`src/rtl/mc_ctrl_pkg.sv`:
```
// mc_controller shared definitions: opcodes, funct codes, FSM states,
// datapath select encodings and ALU-decode helpers.
package mc_ctrl_pkg;

  localparam logic [6:0] OP_LUI   = 7'b0110111;
  localparam logic [6:0] OP_AUIPC = 7'b0010111;
  localparam logic [6:0] OP_JAL   = 7'b1101111;
  localparam logic [6:0] OP_JALR  = 7'b1100111;
  localparam logic [6:0] OP_BR    = 7'b1100011;
  localparam logic [6:0] OP_LOAD  = 7'b0000011;
  localparam logic [6:0] OP_STORE = 7'b0100011;
  localparam logic [6:0] OP_IMM   = 7'b0010011;
  localparam logic [6:0] OP_REG   = 7'b0110011;

  localparam logic [2:0] F3_BEQ  = 3'b000;
  localparam logic [2:0] F3_BNE  = 3'b001;
  localparam logic [2:0] F3_BLT  = 3'b100;
  localparam logic [2:0] F3_BGE  = 3'b101;
  localparam logic [2:0] F3_BLTU = 3'b110;
  localparam logic [2:0] F3_BGEU = 3'b111;
  localparam logic [2:0] F3_LB   = 3'b000;
  localparam logic [2:0] F3_LH   = 3'b001;
  localparam logic [2:0] F3_LW   = 3'b010;
  localparam logic [2:0] F3_LBU  = 3'b100;
  localparam logic [2:0] F3_LHU  = 3'b101;
  localparam logic [2:0] F3_SB   = 3'b000;
  localparam logic [2:0] F3_SH   = 3'b001;
  localparam logic [2:0] F3_SW   = 3'b010;
  localparam logic [2:0] F3_SLTU = 3'b011;
  localparam logic [2:0] F3_SLL  = 3'b001;
  localparam logic [2:0] F3_SR   = 3'b101;

  localparam logic [9:0] FF_ADD  = 10'b0000000_000;
  localparam logic [9:0] FF_SUB  = 10'b0100000_000;
  localparam logic [9:0] FF_SLL  = 10'b0000000_001;
  localparam logic [9:0] FF_SLT  = 10'b0000000_010;
  localparam logic [9:0] FF_SLTU = 10'b0000000_011;
  localparam logic [9:0] FF_XOR  = 10'b0000000_100;
  localparam logic [9:0] FF_SRL  = 10'b0000000_101;
  localparam logic [9:0] FF_SRA  = 10'b0100000_101;
  localparam logic [9:0] FF_OR   = 10'b0000000_110;
  localparam logic [9:0] FF_AND  = 10'b0000000_111;

  typedef enum logic [3:0] {
    S_RST    = 4'd0,
    S_FETCH  = 4'd1,
    S_DECODE = 4'd2,
    S_EXEC   = 4'd3,
    S_MEM    = 4'd4,
    S_FAULT  = 4'd5
`ifdef ILLEGAL_TRAP_EN
    , S_TRAP = 4'd6
`endif
  } state_t;

  localparam logic [1:0] PC_PLUS4  = 2'd0;
  localparam logic [1:0] PC_TARGET = 2'd1;
  localparam logic [1:0] PC_JALR   = 2'd2;

  localparam logic [1:0] RES_ALU = 2'd0;
  localparam logic [1:0] RES_MEM = 2'd1;
  localparam logic [1:0] RES_PC4 = 2'd2;

  localparam logic [2:0] IMM_SEX12 = 3'd0;
  localparam logic [2:0] IMM_UEX12 = 3'd1;
  localparam logic [2:0] IMM_B     = 3'd2;
  localparam logic [2:0] IMM_J     = 3'd3;
  localparam logic [2:0] IMM_U     = 3'd4;

  localparam logic [2:0] RM_LB  = 3'b110;
  localparam logic [2:0] RM_LH  = 3'b011;
  localparam logic [2:0] RM_LW  = 3'b000;
  localparam logic [2:0] RM_LBU = 3'b010;
  localparam logic [2:0] RM_LHU = 3'b001;

  localparam logic [1:0] MW_NONE = 2'b00;
  localparam logic [1:0] MW_SW   = 2'b01;
  localparam logic [1:0] MW_SH   = 2'b10;
  localparam logic [1:0] MW_SB   = 2'b11;

  // ALUSrc: bit0 selects immediate for B, bit1 selects PC for A
  localparam logic [1:0] SRC_REG    = 2'b00;
  localparam logic [1:0] SRC_IMM    = 2'b01;
  localparam logic [1:0] SRC_PC_IMM = 2'b11;

  localparam logic [3:0] ALU_ADD   = 4'd0;
  localparam logic [3:0] ALU_SUB   = 4'd1;
  localparam logic [3:0] ALU_SLL   = 4'd2;
  localparam logic [3:0] ALU_SLT   = 4'd3;
  localparam logic [3:0] ALU_SLTU  = 4'd4;
  localparam logic [3:0] ALU_XOR   = 4'd5;
  localparam logic [3:0] ALU_SRL   = 4'd6;
  localparam logic [3:0] ALU_SRA   = 4'd7;
  localparam logic [3:0] ALU_OR    = 4'd8;
  localparam logic [3:0] ALU_AND   = 4'd9;
  localparam logic [3:0] ALU_PASSB = 4'd10;

  function automatic logic ff_legal(logic [9:0] ff, logic is_imm);
    logic [6:0] f7;
    f7 = ff[9:3];
    if (is_imm) begin
      if (ff[2:0] == F3_SLL) return f7 == 7'd0;
      if (ff[2:0] == F3_SR) return f7 == 7'd0 || f7 == 7'b0100000;
      return 1'b1;
    end
    return f7 == 7'd0 || ff == FF_SUB || ff == FF_SRA;
  endfunction

  // Immediate forms ignore funct7 except for the right shifts
  function automatic logic [3:0] alu_op(logic [9:0] ff, logic is_imm);
    logic [9:0] k;
    k = (is_imm && ff[2:0] != F3_SR) ? {7'd0, ff[2:0]} : ff;
    case (k)
      FF_SUB:  return ALU_SUB;
      FF_SLL:  return ALU_SLL;
      FF_SLT:  return ALU_SLT;
      FF_SLTU: return ALU_SLTU;
      FF_XOR:  return ALU_XOR;
      FF_SRL:  return ALU_SRL;
      FF_SRA:  return ALU_SRA;
      FF_OR:   return ALU_OR;
      FF_AND:  return ALU_AND;
      default: return ALU_ADD;
    endcase
  endfunction

endpackage

```
`src/rtl/mc_controller_branch_cmp.sv`:
```
// Branch condition evaluator for the multi-cycle controller.
// Purely combinational; unused funct3 codes are never taken.
module branch_cmp
  import mc_ctrl_pkg::*;
#(
  parameter int XLEN = 32
) (
  input  logic [XLEN-1:0] i_a,
  input  logic [XLEN-1:0] i_b,
  input  logic [2:0]      i_funct3,
  output logic            o_taken
);

  always_comb begin
    o_taken = 1'b0;
    case (i_funct3)
      F3_BEQ:  o_taken = i_a == i_b;
      F3_BNE:  o_taken = i_a != i_b;
      F3_BLT:  o_taken = $signed(i_a) < $signed(i_b);
      F3_BGE:  o_taken = $signed(i_a) >= $signed(i_b);
      F3_BLTU: o_taken = i_a < i_b;
      F3_BGEU: o_taken = i_a >= i_b;
      default: o_taken = 1'b0;
    endcase
  end

endmodule

```
`src/rtl/mc_controller.sv`:
```
// RV32I multi-cycle controller over one shared req/ready memory port.
// Optional ILLEGAL_TRAP_EN stops the FSM in TRAP on illegal encodings.
module mc_controller
  import mc_ctrl_pkg::*;
#(
  parameter int XLEN           = 32,
  parameter int TIMEOUT_CYCLES = 255
) (
  input  logic            clk,
  input  logic            reset,
  input  logic [31:0]     Instr,
  input  logic [XLEN-1:0] RF_OUT1,
  input  logic [XLEN-1:0] RF_OUT2,
  input  logic            mem_ready,
  output logic            mem_req,
  output logic            AdrSrc,
  output logic            IRWrite,
  output logic            PCWrite,
  output logic            RegWrite,
  output logic [1:0]      PCSrc,
  output logic [1:0]      ResultSrc,
  output logic [1:0]      MemWrite,
  output logic [2:0]      READMODE,
  output logic [2:0]      ImmSrc,
  output logic [1:0]      ALUSrc,
  output logic [3:0]      ALUControl,
  output logic            bus_error,
  output logic            trap,
  output logic [3:0]      state
);

  localparam int CW = (TIMEOUT_CYCLES == 0) ? 1 :
                      $clog2(TIMEOUT_CYCLES + 1);

  state_t        r_state, w_next;
  logic [CW-1:0] r_wd;
  logic [CW:0]   w_wd_inc;
  logic          w_req, w_wd_fire, w_taken, w_dec_on;
  logic          w_rr, w_ri, w_lui, w_auipc, w_jal;
  logic          w_jalr, w_br, w_ld, w_st, w_illegal;
  logic [2:0]    w_f3, w_imm, w_rm;
  logic [9:0]    w_ff;
  logic [1:0]    w_asrc, w_mw;
  logic [3:0]    w_alu;
  logic          w_unused;

  assign w_f3     = Instr[14:12];
  assign w_ff     = {Instr[31:25], w_f3};
  assign w_unused = ^{Instr[24:15], Instr[11:7]};

  assign w_rr    = Instr[6:0] == OP_REG;
  assign w_ri    = Instr[6:0] == OP_IMM;
  assign w_lui   = Instr[6:0] == OP_LUI;
  assign w_auipc = Instr[6:0] == OP_AUIPC;
  assign w_jal   = Instr[6:0] == OP_JAL;
  assign w_jalr  = Instr[6:0] == OP_JALR;
  assign w_br    = Instr[6:0] == OP_BR;
  assign w_ld    = Instr[6:0] == OP_LOAD;
  assign w_st    = Instr[6:0] == OP_STORE;

  branch_cmp #(.XLEN(XLEN)) u_cmp (
    .i_a      (RF_OUT1),
    .i_b      (RF_OUT2),
    .i_funct3 (w_f3),
    .o_taken  (w_taken)
  );

  always_comb begin
    w_imm     = IMM_SEX12;
    w_asrc    = SRC_REG;
    w_alu     = ALU_ADD;
    w_rm      = RM_LW;
    w_mw      = MW_NONE;
    w_illegal = 1'b0;
    unique case (1'b1)
      w_rr: begin
        w_alu     = alu_op(w_ff, 1'b0);
        w_illegal = !ff_legal(w_ff, 1'b0);
      end
      w_ri: begin
        w_asrc    = SRC_IMM;
        w_imm     = (w_f3 == F3_SLTU) ? IMM_UEX12 : IMM_SEX12;
        w_alu     = alu_op(w_ff, 1'b1);
        w_illegal = !ff_legal(w_ff, 1'b1);
      end
      w_lui: begin
        w_imm  = IMM_U;
        w_asrc = SRC_IMM;
        w_alu  = ALU_PASSB;
      end
      w_auipc: begin
        w_imm  = IMM_U;
        w_asrc = SRC_PC_IMM;
      end
      w_jal: begin
        w_imm  = IMM_J;
        w_asrc = SRC_PC_IMM;
      end
      w_br: begin
        w_imm  = IMM_B;
        w_asrc = SRC_PC_IMM;
      end
      w_jalr, w_st: w_asrc = SRC_IMM;
      w_ld: begin
        w_asrc = SRC_IMM;
        case (w_f3)
          F3_LB:   w_rm = RM_LB;
          F3_LH:   w_rm = RM_LH;
          F3_LBU:  w_rm = RM_LBU;
          F3_LHU:  w_rm = RM_LHU;
          default: w_rm = RM_LW;
        endcase
      end
      default: w_illegal = 1'b1;
    endcase
    if (w_st) begin
      case (w_f3)
        F3_SB:   w_mw = MW_SB;
        F3_SH:   w_mw = MW_SH;
        F3_SW:   w_mw = MW_SW;
        default: w_mw = MW_NONE;
      endcase
    end
  end

  // Watchdog: stalled request cycles within one state
  assign w_req     = (r_state == S_FETCH) || (r_state == S_MEM);
  assign w_wd_inc  = {1'b0, r_wd} + (CW+1)'(1);
  assign w_wd_fire = (TIMEOUT_CYCLES != 0) && w_req && !mem_ready &&
                     (w_wd_inc == (CW+1)'(TIMEOUT_CYCLES));

  always_ff @(posedge clk) begin
    if (reset) r_state <= S_RST;
    else       r_state <= w_next;
  end

  always_ff @(posedge clk) begin
    if (reset || w_next != r_state) r_wd <= '0;
    else if (w_req && !mem_ready)   r_wd <= w_wd_inc[CW-1:0];
  end

  always_comb begin
    w_next = r_state;
    unique case (r_state)
      S_RST: w_next = S_FETCH;
      S_FETCH: begin
        if (mem_ready)      w_next = S_DECODE;
        else if (w_wd_fire) w_next = S_FAULT;
      end
      S_DECODE: begin
        w_next = S_EXEC;
`ifdef ILLEGAL_TRAP_EN
        if (w_illegal) w_next = S_TRAP;
`endif
      end
      S_EXEC: w_next = (w_ld || w_st) ? S_MEM : S_FETCH;
      S_MEM: begin
        if (mem_ready)      w_next = S_FETCH;
        else if (w_wd_fire) w_next = S_FAULT;
      end
      default: w_next = r_state;
    endcase
  end

  assign w_dec_on = !w_illegal && (r_state == S_DECODE ||
                    r_state == S_EXEC || r_state == S_MEM);
  assign ImmSrc     = w_dec_on ? w_imm  : 3'd0;
  assign ALUSrc     = w_dec_on ? w_asrc : 2'd0;
  assign ALUControl = w_dec_on ? w_alu  : 4'd0;
  assign READMODE   = w_dec_on ? w_rm   : 3'd0;
  assign MemWrite   = (r_state == S_MEM) ? w_mw : MW_NONE;
  assign state      = r_state;

  always_comb begin
    mem_req   = 1'b0;
    AdrSrc    = 1'b0;
    IRWrite   = 1'b0;
    PCWrite   = 1'b0;
    RegWrite  = 1'b0;
    PCSrc     = PC_PLUS4;
    ResultSrc = RES_ALU;
    bus_error = 1'b0;
    trap      = 1'b0;
    unique case (r_state)
      S_FETCH: begin
        mem_req = 1'b1;
        IRWrite = mem_ready;
      end
      S_EXEC: begin
        if (w_illegal) PCWrite = 1'b1;
        else begin
          unique case (1'b1)
            w_rr, w_ri, w_lui, w_auipc: begin
              RegWrite = 1'b1;
              PCWrite  = 1'b1;
            end
            w_br: begin
              PCWrite = 1'b1;
              PCSrc   = w_taken ? PC_TARGET : PC_PLUS4;
            end
            w_jal, w_jalr: begin
              RegWrite  = 1'b1;
              ResultSrc = RES_PC4;
              PCWrite   = 1'b1;
              PCSrc     = w_jal ? PC_TARGET : PC_JALR;
            end
            default: ;
          endcase
        end
      end
      S_MEM: begin
        mem_req = 1'b1;
        AdrSrc  = 1'b1;
        if (mem_ready) begin
          PCWrite = 1'b1;
          if (w_ld) begin
            RegWrite  = 1'b1;
            ResultSrc = RES_MEM;
          end
        end
      end
      S_FAULT: bus_error = 1'b1;
`ifdef ILLEGAL_TRAP_EN
      S_TRAP: trap = 1'b1;
`endif
      default: ;
    endcase
  end

endmodule

```
`config.mk`:
```
export PLATFORM = sky130hd
export DESIGN_NAME = mc_controller
export DESIGN_NICKNAME = d
export VERILOG_FILES = /design/src/rtl/mc_ctrl_pkg.sv /design/src/rtl/mc_controller_branch_cmp.sv /design/src/rtl/mc_controller.sv
export SDC_FILE = /design/constraint.sdc
export NUM_CORES = 1
export LEC_CHECK = 0
export CAP_MARGIN = 20
export CORE_ASPECT_RATIO = 1.2
export CORE_MARGIN = 3
export CORE_UTILIZATION = 43
export CTS_CLUSTER_SIZE = 10
export DETAILED_ROUTE_END_ITERATION = 10
export GPL_TIMING_DRIVEN = 0
export PLACE_DENSITY = 0.95
export SYNTH_ARGS = -nofsm -noshare
export SYNTH_HDL_FRONTEND = slang
export SYNTH_SLANG_ARGS = --single-unit
```
`constraint.sdc`:
```
create_clock -name clk -period 4.9 [get_ports clk]
set_input_delay 0.735 -clock clk [delete_from_list [all_inputs] [get_ports clk]]
set_output_delay 0.735 -clock clk [all_outputs]
set_load 0.05 [all_outputs]
```
==> flow_results.org <==
** Run status
- Run status :: complete, no violations

** Clock tree
- Clock transition at the register clock pins on the worst setup and hold paths after CTS :: 0.05 ns
- Buffer count from post-CTS setup fixing :: 0
- Buffers inserted to repair hold after CTS numbered 0.
- The tree built by TritonCTS fans out to 12 sinks.
- At the later pin of the worst-skew pair, clock insertion delay measures 0.24 ns.
- In this run the clock root is driven by a sky130_fd_sc_hd__clkbuf_8.
- Total CTS buffers :: 3
- H-tree Lvls :: 1
- Resized Gates After CTS :: 0
- CTS tree :: built
- Maximum count of clock buffers along a single path :: 2

** Floorplan
- The initialized floorplan defines 28 standard-cell rows.
- 128 I/O pins were placed.
- Die boundary width :: 72.6 um
- DIE AREA :: 6240 um^2
- Effective utilization at floorplan :: 45.4%
- Height of the die :: 86.0 um
- The core region is 5040 um^2.

** STA
- Final min period :: 4.70 ns
- Setup violations remaining at the end of the flow were counted as 0.
- Worst Hold Margin :: 0.579 ns
- In this run the tightest slew margin relative to its limit is 60.7%.
- Transition at the pin with the smallest max-transition slack :: 0.585 ns
- RSZ-0062 raised after global routing :: no
- Fin Setup TNS :: 0 ns
- In the post-route analysis, the smallest setup slack over all paths is 0.199 ns.
- The number of endpoints with negative hold slack in the final report was 0.
- Clock Skew :: 0.00271 ns
- Final slew viol count :: 0
- Static timing analysis puts the maximum clock frequency at 213 MHz.
- Dividing the final minimum period by the clock period gives 95.9%.

** Yosys
- Number of library cell types mapped by synthesis :: 55
- The most common cell in the synthesized netlist is sky130_fd_sc_hd__inv_1.
- Area share of the leading cell type in the synthesized netlist :: 18.6%
- Synthesis produced a netlist whose cell count is 324.
- The cell area that synthesis handed to floorplanning was 2290 um^2.
- Warnings from Yosys :: 0
- Leading post-synthesis cells by cell area :: sky130_fd_sc_hd__ha_1, sky130_fd_sc_hd__dfxtp_1, sky130_fd_sc_hd__a21oi_1
- The number of nets in the synthesized netlist is 457.
- The most used flip-flop cell after synthesis is sky130_fd_sc_hd__dfxtp_1.
- Cell type with the highest aggregate area in the netlist :: sky130_fd_sc_hd__ha_1
- Share of synthesized registers carrying an async set or reset :: 0%
- Synthesis inferred 12 register bits.
- Averaged over all synthesized cells, the footprint is 7.07 um^2.
- Synth cell count leaders :: sky130_fd_sc_hd__inv_1, sky130_fd_sc_hd__ha_1, sky130_fd_sc_hd__a21oi_1
- Seq/Total Area, Yosys :: 10.5%
- The synthesized design contains 0 enable-type register cells.

** Route
- In this run the remaining antenna-violating nets after routing total 0.
- In the routed layout, each cell is associated on average with a via count of 5.69.
- Routed len/inst :: 15.1 um
- Detailed routing inserted a total of 2830 vias.
- Wire length on met2 :: 3920 um
- Total DRC errors in the routed layout :: 0
- The first routing iteration left 211 violations.
- After detailed routing, no signal wire sits above met4.
- Before antenna repair, the detailed router went through 4 iterations.
- Total Wirelength :: 7490 um
- After detailed routing, the wire length on met1 is 2810 um.
- Total length of routed met3 wires :: 614 um

** Final layout
- For this run, the post-layout net count is 571.
- Post-route design area :: 3520 um^2
- The number of antenna diodes in the final layout is 0.
- From synthesis to final layout, the design area changed by 53.6%.
- Share of post-route cells with drive strength above 1 :: 5.26%
- Once layout is complete, the utilization of the core stands at 69.7%.
- Post-Layout Cell Count :: 497

** Global route
- The number of antenna violations at the first check in global routing came to 0.
- The first global-routing pass estimated 12000 um of wire.
- Global routing finished with a remaining overflow of 0.
- Entering global routing, the biggest net connects 11 pins.
- Total routing usage reported by global routing :: 23.2%
- Number of global-route vias before repair :: 2791

** Place
- Port buffering added 109 buffers.
- RD Place Congestion :: 0.910
- Post-Place Worst Slack :: 0.196 ns
- After detailed placement, the total cell area comes to 3460 um^2.
- Placed Cells incl. Taps :: 493
- After legalization and detailed placement, the total HPWL measured 6170 um.

** Critical path
- Data on the critical path is required at its endpoint by 4.16 ns.
- Along the worst path, the maximum fanout reaches 4.
- STA classifies the critical path endpoint as an output pin.
- Arrival time of the worst setup path :: 3.97 ns
- By startpoint and endpoint, the worst setup path is classified as in -> out.
- STA classifies the critical path startpoint as an input port.

** Pwr
- Total power divided by cell area :: 120 nW/um^2
- The worst-case IR drop observed on VDD is 0.000147 V.
- Summed over all cells, the static leakage comes to 1.50 nW.
- Design Power :: 0.421 mW

** Flow run
- Max-cap violations in this run came to 0.

** Worst hold path
- In this run the worst hold path is classified as reg -> reg.
[sequential cells by signal, summed over array words and instances, names as in the netlist]
name	cells
state	4
r_wd	8
[per-layer routing]
layer  track usage, %  vias up
li1                 -     1400
met2             45.1      143
met1             26.2     1272
met4             6.04        0
met5                0        -
met3             2.11       15
[cells by family after synthesis]
kind of cell	synth area share (%)
adders and majority gates	18.6
other	0.164
and+or+nand+nor	30.7
DFF	10.5
xor gates and xnor gates	4.59
buffers and inverters	10.9
AOI/OAI and AO/OA	24.6
[critical path, cell delays in order]
cell	delay (ns)
sky130_fd_sc_hd__clkdlybuf4s50_1	0.46
sky130_fd_sc_hd__inv_1	0.04
sky130_fd_sc_hd__ha_1	0.30
sky130_fd_sc_hd__a21oi_1	0.15
sky130_fd_sc_hd__nand2_1	0.07
sky130_fd_sc_hd__a221o_1	0.36
sky130_fd_sc_hd__o31ai_1	0.48
sky130_fd_sc_hd__a21o_1	0.19
sky130_fd_sc_hd__a21oi_1	0.06
sky130_fd_sc_hd__o31ai_1	0.26
sky130_fd_sc_hd__clkdlybuf4s50_1	0.86
[final cells by class]
cell class	count	area [um^2]
Sequential cell	12	240
Multi-Input combinational cell	257	1810
Inverter	41	154
Clock buffer	4	55.1
Fill cell	390	1530
Buffer	14	95.1
Tap cell	60	75.1
Timing Repair Buffer	109	1090
[power by group]
group / switching, mW / internal, mW
Combinational: 0.0994 / 0.109
Sequential: 0.00275 / 0.0991
Clock: 0.0391 / 0.0711
[cell usage in the layout, fill, tap and decap left out, types with 2 or more instances in the layout]
| cell | instances |
|---|---|
| sky130_fd_sc_hd__nand2_1 | 28 |
| sky130_fd_sc_hd__nand2b_1 | 3 |
| sky130_fd_sc_hd__nor3_1 | 11 |
| sky130_fd_sc_hd__xnor2_1 | 7 |
| sky130_fd_sc_hd__a31oi_1 | 2 |
| sky130_fd_sc_hd__o21ai_2 | 2 |
| sky130_fd_sc_hd__inv_1 | 41 |
| sky130_fd_sc_hd__dfxtp_1 | 12 |
| sky130_fd_sc_hd__o31ai_1 | 2 |
| sky130_fd_sc_hd__xor2_1 | 5 |
| sky130_fd_sc_hd__a211oi_1 | 3 |
| sky130_fd_sc_hd__nor3b_1 | 2 |
| sky130_fd_sc_hd__buf_4 | 2 |
| sky130_fd_sc_hd__and2b_1 | 2 |
| sky130_fd_sc_hd__ha_1 | 34 |
| sky130_fd_sc_hd__a221oi_1 | 5 |
| sky130_fd_sc_hd__o21ai_0 | 14 |
| sky130_fd_sc_hd__and3_1 | 5 |
| sky130_fd_sc_hd__a2111oi_4 | 2 |
| sky130_fd_sc_hd__clkbuf_8 | 6 |
| sky130_fd_sc_hd__nor2_1 | 23 |
| sky130_fd_sc_hd__nand4_1 | 13 |
| sky130_fd_sc_hd__clkdlybuf4s50_1 | 109 |
| sky130_fd_sc_hd__a21o_1 | 8 |
| sky130_fd_sc_hd__nor2b_1 | 3 |
| sky130_fd_sc_hd__o21bai_1 | 2 |
| sky130_fd_sc_hd__clkbuf_1 | 8 |
| sky130_fd_sc_hd__a21oi_1 | 32 |
| sky130_fd_sc_hd__nor4_1 | 10 |
| sky130_fd_sc_hd__nand3_1 | 14 |
| sky130_fd_sc_hd__buf_6 | 2 |
[final timing paths]
check	from	end	slack (ns)	depth (start not counted)
hold reg to reg	r_wd[7]$_SDFFE_PP0P_	r_wd[7]$_SDFFE_PP0P_	0.58	2
setup reg to reg	r_wd[1]$_SDFFE_PP0P_	r_wd[5]$_SDFFE_PP0P_	2.38	8
hold / removal	r_wd[7]$_SDFFE_PP0P_	r_wd[7]$_SDFFE_PP0P_	0.58	2
setup / recovery	RF_OUT2[14]	PCSrc[0]	0.20	11
Note: power is estimated with default switching activity, not from simulation.
